<file path="src/rtl/hazard_ctrl.sv">
// hazard_ctrl: pipeline hazard/stall scheduler for the 5-stage RV32I core.
// Resolves load-use hazards, EX-stage redirects and data-memory wait states
// into stall/flush/freeze controls, and keeps saturating performance counters.
module hazard_ctrl #(
    parameter int CNT_W       = 32,
    parameter int MEM_TIMEOUT = 255,
    parameter int TO_W        = 8
) (
    input  logic             clk,
    input  logic             reset,
    input  logic [4:0]       id_rs1,
    input  logic [4:0]       id_rs2,
    input  logic             id_use_rs1,
    input  logic             id_use_rs2,
    input  logic             ex_mem_read,
    input  logic [4:0]       ex_rd,
    input  logic             ex_redirect,
    input  logic             dmem_req,
    input  logic             dmem_ready,
    output logic             pc_stall,
    output logic             ifid_stall,
    output logic             ifid_flush,
    output logic             idex_stall,
    output logic             idex_flush,
    output logic             pipe_freeze,
    output logic             mem_fault,
    output logic [1:0]       ctrl_state,
    output logic [CNT_W-1:0] stall_count,
    output logic [CNT_W-1:0] flush_count
);

    typedef enum logic [1:0] {
        RUN      = 2'b00,
        MEM_WAIT = 2'b01,
        HALT     = 2'b10
    } state_t;

    localparam logic [TO_W-1:0] TIMEOUT_V = TO_W'(MEM_TIMEOUT);

    state_t          state;
    logic [TO_W-1:0] wait_cnt;
    logic            fault_q;
    logic            load_use;
    logic            mem_stall;

    assign load_use = ex_mem_read && (ex_rd != 5'd0) &&
                      ((id_use_rs1 && (id_rs1 == ex_rd)) ||
                       (id_use_rs2 && (id_rs2 == ex_rd)));

    // A RUN-state access that is not completed this cycle starts a wait.
    assign mem_stall = dmem_req && !dmem_ready;

    assign ctrl_state = state;
    assign mem_fault  = fault_q;

    // Zero-latency controls; priority HALT > memory wait > redirect > load-use.
    always_comb begin
        pc_stall    = 1'b0;
        ifid_stall  = 1'b0;
        ifid_flush  = 1'b0;
        idex_stall  = 1'b0;
        idex_flush  = 1'b0;
        pipe_freeze = 1'b0;
        if (reset) begin
            case (state)
                RUN: begin
                    if (mem_stall) begin
                        pipe_freeze = 1'b1;
                    end else if (ex_redirect) begin
                        ifid_flush = 1'b1;
                        idex_flush = 1'b1;
                    end else if (load_use) begin
                        pc_stall   = 1'b1;
                        ifid_stall = 1'b1;
                        idex_stall = 1'b1;
                    end
                end
                default: pipe_freeze = 1'b1;
            endcase
        end
    end

    // Control FSM: wait-cycle counting, timeout detection and sticky fault.
    always_ff @(posedge clk) begin
        if (!reset) begin
            state    <= RUN;
            wait_cnt <= '0;
            fault_q  <= 1'b0;
        end else begin
            case (state)
                RUN: begin
                    if (mem_stall) begin
                        state    <= MEM_WAIT;
                        wait_cnt <= TO_W'(1);
                    end
                end
                MEM_WAIT: begin
                    if (dmem_ready || !dmem_req) begin
                        state    <= RUN;
                        wait_cnt <= '0;
                    end else if (wait_cnt == TIMEOUT_V) begin
                        state   <= HALT;
                        fault_q <= 1'b1;
                    end else begin
                        wait_cnt <= wait_cnt + TO_W'(1);
                    end
                end
                default: state <= HALT;
            endcase
        end
    end

    // Saturating counters; a cycle counts once no matter how many causes apply.
    always_ff @(posedge clk) begin
        if (!reset) begin
            stall_count <= '0;
            flush_count <= '0;
        end else begin
            if ((pc_stall || pipe_freeze) && (stall_count != '1))
                stall_count <= stall_count + CNT_W'(1);
            if (idex_flush && (flush_count != '1))
                flush_count <= flush_count + CNT_W'(1);
        end
    end

endmodule

</file>
<file path="config.mk">
export PLATFORM = sky130hd
export DESIGN_NAME = hazard_ctrl
export DESIGN_NICKNAME = d
export VERILOG_FILES = /design/src/rtl/hazard_ctrl.sv
export SDC_FILE = /design/constraint.sdc
export NUM_CORES = 1
export LEC_CHECK = 0
export CORE_ASPECT_RATIO = 1.4
export CORE_MARGIN = 1.5
export CORE_UTILIZATION = 45
export DETAILED_ROUTE_END_ITERATION = 8
export GPL_TIMING_DRIVEN = 0
export PLACE_DENSITY = 0.77
export SETUP_SLACK_MARGIN = 0.1
export SLEW_MARGIN = 20
export SYNTH_ARGS = -nofsm -noshare
export SYNTH_HDL_FRONTEND = slang
export SYNTH_SLANG_ARGS = --single-unit
export TNS_END_PERCENT = 100
</file>
<file path="constraint.sdc">
create_clock -name clk -period 1.92 [get_ports clk]
set_input_delay 0.384 -clock clk [delete_from_list [all_inputs] [get_ports clk]]
set_output_delay 0.384 -clock clk [all_outputs]
set_load 0.1 [all_outputs]
</file>
**Word level (Yosys, flattened, before mapping)**

Index checks and enable logic that the tools add are counted.

- Flip-flop bits (word level): 75
- RAM bits: 0
- Output and inout port bits: 73
- Logic and storage cells: 56
- Latch bits: 0
- Memory bits (read-only): 0
- Memories kept: 0

- Muxes and demuxes: 20
- Multiply operators: 0
- Bitwise gates (word level): 1
- Shift operators: 0
- Eq/ne operators: 9
- Add/sub/neg operators: 3
- Reduce and logical (&&, ||, !) cells: 18
- Magnitude comparators: 0
- Div/mod/pow operators: 0

Operators with widths:

| operator | number |
|---|---|
| $add 32x1->32 const B | 2 |
| $ne 32x32->1 const B | 2 |
| $mux 8 | 3 |
| $pmux 8 s2 | 1 |
| $mux 1 | 12 |
| $eq 5x5->1 | 2 |
| $add 8x1->8 const B | 1 |
| $eq 8x8->1 const B | 1 |
| $logic_and 1x1->1 | 7 |
| $mux 2 | 3 |
| $ne 3x3->1 const B | 2 |
| $reduce_and 3->1 | 2 |
| $reduce_bool 5->1 | 1 |
| $pmux 2 s2 | 1 |
| $logic_or 1x1->1 | 3 |
| $eq 2x1->1 const B | 1 |
| $logic_not 1->1 | 2 |
| $logic_not 2->1 | 1 |
| $ne 2x2->1 const B | 1 |
| $reduce_and 2->1 | 1 |
| $reduce_bool 2->1 | 1 |
| $not 1->1 | 1 |

**Depth between registers and ports, before layout**

- Depth in word-level cells: 11
- Mapped depth: 9
- Gate-level depth less buffers: 7

**Worst setup path after synthesis**

No wires, ideal clock.

- Path type: register to output
- Start: reg state[1], in the netlist ctrl_state[1]
- End: out ifid_stall
- Path slack: -2547 ps
- Buffers on the path: 1
- Required time: 1536 ps
- Cell stages (with the launch flop): 5
- Arrival time: 4083 ps
- Path through: dfxtp_1 nor2_2 nand4_1 nor3b_1 buf_4

- Word-level cells in the longest chain between the ends: 3

RTL lines:

| what | RTL line | source |
|---|---|---|
| start: declaration | 40 | `state_t state;` |
| start signal: assignment | 86 | `state <= RUN;` |
| start signal: assignment | 93 | `state <= MEM_WAIT;` |
| start signal: assignment | 99 | `state <= RUN;` |
| $logic_not 2->1 | -- |  |
| $mux 1 (2 in series) | -- |  |
| end: declaration | 21 | `output logic ifid_stall,` |

No other way between the ends.

**Worst setup path in the final report**

- Start: reg state[0], in the netlist ctrl_state[0]
- End: out pc_stall

- Word-level cells in the longest chain between the ends: 3

RTL lines:

| what | RTL line | source |
|---|---|---|
| $logic_not 2->1 | 65 | `case (state)` |
| $mux 1 | 65 |  |
| $mux 1 | 64 | `if (reset) begin` |
| end: declaration | 20 | `output logic pc_stall,` |

No other way between the ends.

==> out/metrics.yaml <==
worst_setup_path:
  r2r-start: "ctrl_state[0]"
  worstSetupPathType: "flop to primary output"
  worstReg2RegEnd: "stall_count[3]"
  crit_path_cell_trace: "nor2_4 > nand4_1 > buf_6 > nor3b_4 > buf_6 > buf_12 > buf_12"
  worst_setup_path_start_kind: "flop"
  startpoint: "ctrl_state[0]"
  worstRegToRegCells: 10
  critical_path_required_ns: 1.54
  cpPeakStageDelay_ns: 0.35
  worstPathArrival_ns: 1.77
  crit_path_end_kind: "primary output"
  cp_max_fo: 3
  regToRegSetupSlack_ns: -0.19
  critPathCapture: "pc_stall"
  crit_slowest_cell: "dfxtp_4"
route:
  drt_iter0_drc: 329
  drc: 0
  first_pass_iters: 5
  num_vias: 4681
  vias_per_cell: 6.21
  finalWirelength_um: 15800
  postRouteAntennaNets: 0
  wire_per_inst_um: 21.0
finish:
  synthToLayoutAreaGrowth_pct: 81.0
  finalNetCount: 670
  finalNonFillerCells: 754
  layout_common_cells: "clkdlybuf4s15_2, dfxtp_4, buf_4"
  drive_above_1_share_pct: 58.2
  diodes: 0
  final_common_cell: "clkdlybuf4s15_2"
sta:
  slew-limit-headroom_pct: 53.2
  setup_violations: 35
  grt_setup_unrepaired: "yes"
  slew_viol_final: 0
  worst_pin_slew_ns: 0.702
  fin_skew_ns: 0.00563
  layout_setup_ws_ns: -0.235
  max_freq_mhz: 464
  fin_crit_sh_pct: 112
  hold_viol: 0
  finalCriticalPeriod_ns: 2.15
  hold_slack_ns: 0.411
die:
  row_count: 40
  chipWidth_um: 82.6
  die-area_um2: 9460
  io_pins: 96
  core-area_um2: 8610
  start_util_pct: 46.4
  die_h_um: 114
synthesis:
  synth_fa_ha_area_share_pct: 0.940
  synth_top_family_by_area: "simple AND/OR/NAND/NOR gates"
  synth.area.mux_share_pct: 2.51
  synth.avg_cell_area_um2: 8.61
  yosysSeqAreaShare_pct: 37.6
  ys_types: 57
  synth_xor_area_share_pct: 8.11
  syn_nets: 490
  synth-simple-area-share_pct: 31.5
  synth_compound_area_share_pct: 14.5
  ys_seq_elements: 75
  synth_warnings: 0
  synth_cells: 464
  syn_area_um2: 4000
min_path:
  hold_path.class: "primary input to flop"
grt:
  grt_pass1_wl_um: 21300
  grt_max_degree: 14
  first_global_vias: 4415
  grtUsageTotal_pct: 29.2
  gr-total-overflow: 0
  antenna_found_initial: 0
power_and_ir_drop:
  p_leak_uw: 0.00251
  power_uw: 3710
  powerDensity_nw_per_um2: 513
  irDropWorstVdd_uv: 473
run:
  maxCapViolCount: 0
clock_network:
  clock_sinks: 75
  clk_pin_slew_worst_paths_ns: 0.06
  clock_path_buffers: 2
  cts-htree-levels: 3
  cts_tree: "yes"
  numCtsBuffers: 9
  root_buffer: "clkbuf_16"
  clkLatencyLatePin_ns: 0.33
place:
  io_buffers: 94
  gp_congestion: 0.860
  dp_hpwl_um: 8070
  dp_cells: 663
outcome:
  status: "complete, but fails checks"
  violations: "setup timing"
## cell usage after synthesis, drive strengths merged
cell type	number	area, um^2
nor4	11	90.1
o22ai	1	20.0
or4	9	67.6
or3	14	87.6
o31ai	12	90.1
nand2b	9	56.3
nor4b	2	30.0
o311a	1	10.0
xor2	9	78.8
o21ai	21	105
nand4b	2	17.5
o311ai	5	43.8
clkbuf	6	22.5
inv	9	33.8
a41oi	1	16.3
a22oi	1	7.51
and3	7	45.1
nor3	11	55.1
and4	11	100
dfxtp	75	1500
nor2b	3	18.8
and2	6	37.5
a21oi	25	125
a211o	1	8.76
a21o	1	7.51
nor2	42	168
xnor2	28	245
dlygate4sd3	1	10.0
o41ai	5	43.8
o211ai	5	51.3
ha	3	37.5
nand4	15	121
buf	17	126
nor3b	2	15.0
nand3	32	170
nand2	46	173
o21bai	1	7.51
a2111oi	2	37.5
a31oi	1	6.26
or2	1	6.26
mux2i	10	100
## power breakdown
part           switching [uW]  internal, uW
Combinational             231           158
Clock                     694          1130
Sequential               11.0          1480
Total                     935          2770
## worst min path at each step
stage	startpoint	endpoint	cells past startpoint
2_1_floorplan	wait_cnt[1]	wait_cnt[1]	2
3_3_place_gp	stall_count[4]	stall_count[4]	1
3_5_place_dp	stall_count[8]	stall_count[8]	1
4_1_cts	dmem_ready	ctrl_state[1]	4
5_1_grt	reset	stall_count[29]	3
6_report	reset	stall_count[29]	3
## layout make-up
type | instances | area [um^2]
clock inverter | 7 | 92.6
multi-input combinational | 356 | 3040
clock buffer | 9 | 225
fill | 455 | 1380
timing repair buffer | 170 | 1740
inverter | 9 | 41.3
tap | 105 | 131
buffer | 23 | 229
sequential | 75 | 1730
## metal layers
layer | global-route usage, % | wire length [um] | up-vias
li1 | - | - | 2066
met5 | 0 | 0 | -
met4 | 13.4 | 840 | 0
met2 | 52.2 | 8350 | 285
met1 | 32.8 | 5610 | 2247
met3 | 4.94 | 1030 | 83
## through the flow
step | instance area, um^2 | utilization, % | setup WS [ns] | TNS (ns)
3_5_place_dp | 5550 | 64.5 | -1.58 | -45.23
2_1_floorplan | 4480 | - | -0.619 | -11.64
6_report | 7230 | 84.0 | -0.235 | -3.07
3_3_place_gp | 5550 | 64.5 | -1.55 | -42.28
5_1_grt | 7230 | 84.0 | -0.288 | -4.95
4_1_cts | 6740 | 78.2 | -0.179 | -0.911
## cells by family (layout without fill, tap and decap cells)
group                      count (synthesis)  after routing
AOI/OAI and AO/OA                         83             83
xor gates and xnor gates                  37             37
adders and majority gates                  3              3
buffers and inverters                     33            218
DFF                                       75             75
muxes                                     10             10
and+or+nand+nor                          223            223
## critical path, delay by kind of cell (launching register included)
| family | cells | cell delay, ns |
|---|---|---|
| buffers and inverters | 4 | 0.59 |
| DFF | 1 | 0.35 |
| and+or+nand+nor | 3 | 0.49 |
## registers in the layout, summed over array words and instances, names as in the netlist
signal	count
stall_count	32
flush_count	32
mem_fault	1
ctrl_state	2
wait_cnt	8
## timing repair
item / 4_1_cts / 5_1_grt
setup buffers: 49 / 24
hold buffers: 0 / 0
gates cloned: 4 / 0
endpoints found under the hold margin: 0 / 0
resized for setup: 362 / 83
endpoints found under the setup margin: 144 / 70
pin swaps: 54 / 59
(Power assumes the default switching activity.)
==> edit: new RTL, same settings <==
Register the output `flush_count` once more, without a reset; this adds one clock of latency there. The other outputs are not delayed to match.
--- a/src/rtl/hazard_ctrl.sv
+++ b/src/rtl/hazard_ctrl.sv
@@ -36,6 +36,8 @@
     } state_t;
 
     localparam logic [TO_W-1:0] TIMEOUT_V = TO_W'(MEM_TIMEOUT);
+
+    logic [CNT_W-1:0] flush_count_s0;
 
     state_t          state;
     logic [TO_W-1:0] wait_cnt;
@@ -114,13 +116,17 @@
     always_ff @(posedge clk) begin
         if (!reset) begin
             stall_count <= '0;
-            flush_count <= '0;
+            flush_count_s0 <= '0;
         end else begin
             if ((pc_stall || pipe_freeze) && (stall_count != '1))
                 stall_count <= stall_count + CNT_W'(1);
-            if (idex_flush && (flush_count != '1))
-                flush_count <= flush_count + CNT_W'(1);
+            if (idex_flush && (flush_count_s0 != '1))
+                flush_count_s0 <= flush_count_s0 + CNT_W'(1);
         end
+    end
+
+    always_ff @(posedge clk) begin
+        flush_count <= flush_count_s0;
     end
 
 endmodule
Check against the original RTL: not equivalent (Yosys sat finds a counterexample within 4 cycles, from zero or initial values and one cycle with reset low).
==> edit against the original RTL <==
Routed wire length down 10%; sequential cell count grew 32; the flow still finishes with violations (setup timing); sequential power up 49%; register-to-register slack worse by 350 ps; worst setup slack got worse by 310 ps; largest power group is now sequential cells; power grew 20%; critical endpoint is now stall_count[0]; synthesized area grew 17%; final area fell by 0.24%.
==> edit: results (changes against the original RTL) <==
metric	value	unit	change
Synth Instances	508		+9.5%
Setup WS pre-CTS	-1600	ps	-16.4 ps
setup tns final	-13610	ps	-10,540 ps
leak pwr	2.51	nW	+0.13%
delay of the slowest critical-path stage	550	ps	+200 ps
Worst Clk Skew	6.13	ps	+0.500 ps
maximum fanout along the worst path	7		+4
Synth Area in XOR/XNOR	7.50	%	-0.61 points
non-clk buf share	23.0	%	-4.2 points
inverter count	5		-4
hold endpoint	flush_count[20]		
routing usage on met2	47.7	%	-4.5 points
first-pass GRT wire length	22100	um	+3.7%
initial drt markers	272		-17%
Hold Crit Depth	0		-3
net count after synthesis	534		+9.0%
Worst path top cell family by delay	simple AND/OR/NAND/NOR gates		
Area Overhead vs Synth	54.4	%	
vias in the first global route	4566		+3.4%
count of different cell masters after synthesis	48		-16%
CP startpoint	stall_count[6]		
drt pass-1 iters	8		+3
drt wl/cell	18.0	um	-15%
status	finished with violations		
mux contribution to synthesized area	2.57	%	+0.065 points
worst vdd rail ir drop	0.434	mV	-8.3%
Final setup viols	38		+8.6%
DRT Wirelength	14300	um	-10%
pin count of the biggest net entering global routing	20		+6
setup slack after layout	-540	ps	-306 ps
met3 WL	759	um	-27%
nets@finish	680		+1.5%
routed vias/inst	5.75		-7.4%
M1 WL	5310	um	-5.5%
Synth area leaders	dfxtp_1, xor2_1, nor2_1		
Worst-Skew Late Latency	350	ps	+20 ps
GP Congestion	0.882		+2.5%
n_taps	135		+29%
sequential-to-total area share from yosys stat	45.8	%	+8.3 points
r2r startpoint	stall_count[6]		
share of layout cells above drive strength 1	44.5	%	-14 points
synth cell count leaders	dfxtp_1, nor2_1, nand2_1		
Fin Hold WS	382	ps	-28.9 ps
Worst-Margin Slew	830	ps	+127 ps
Post-CTS Setup Bufs	31		-37%
failing checks	setup timing		
Hold Path Class	flop to flop		
met1 Use GR	28.5	%	-4.2 points
post-CTS sizing	330		-8.8%
Post-Place Cells	738		+11%
## edit: changes by cell type after synthesis, sizes merged, moves of 6 or more
cell / delta
and3: +6
nand4: +13
xor2: +13
o21ai: -9
or4: +8
clkbuf: +9
buf: -6
dfxtp: +32
xnor2: -10
nor2: +9
nor4: -6
or3: -9
## edit: cells by family (layout without fill, tap and decap cells)
logic type,Yosys count,in the layout
AND/OR/NAND/NOR,245,245
flip-flops,107,107
AO/OA/AOI/OAI,70,70
XOR/XNOR,40,40
buffers and inverters,31,182
multiplexers,12,12
adder cells (fa/ha/maj),3,3
## edit: power by group
| group | leakage (nW) | internal [W] | total (W) | switching, W |
|---|---|---|---|---|
| combinational | 1.47 | 0.000118 | 0.000341 | 0.000223 |
| sequential | 0.887 | 0.00221 | 0.00222 | 0.0000126 |
| clock | 0.149 | 0.00103 | 0.00190 | 0.000869 |
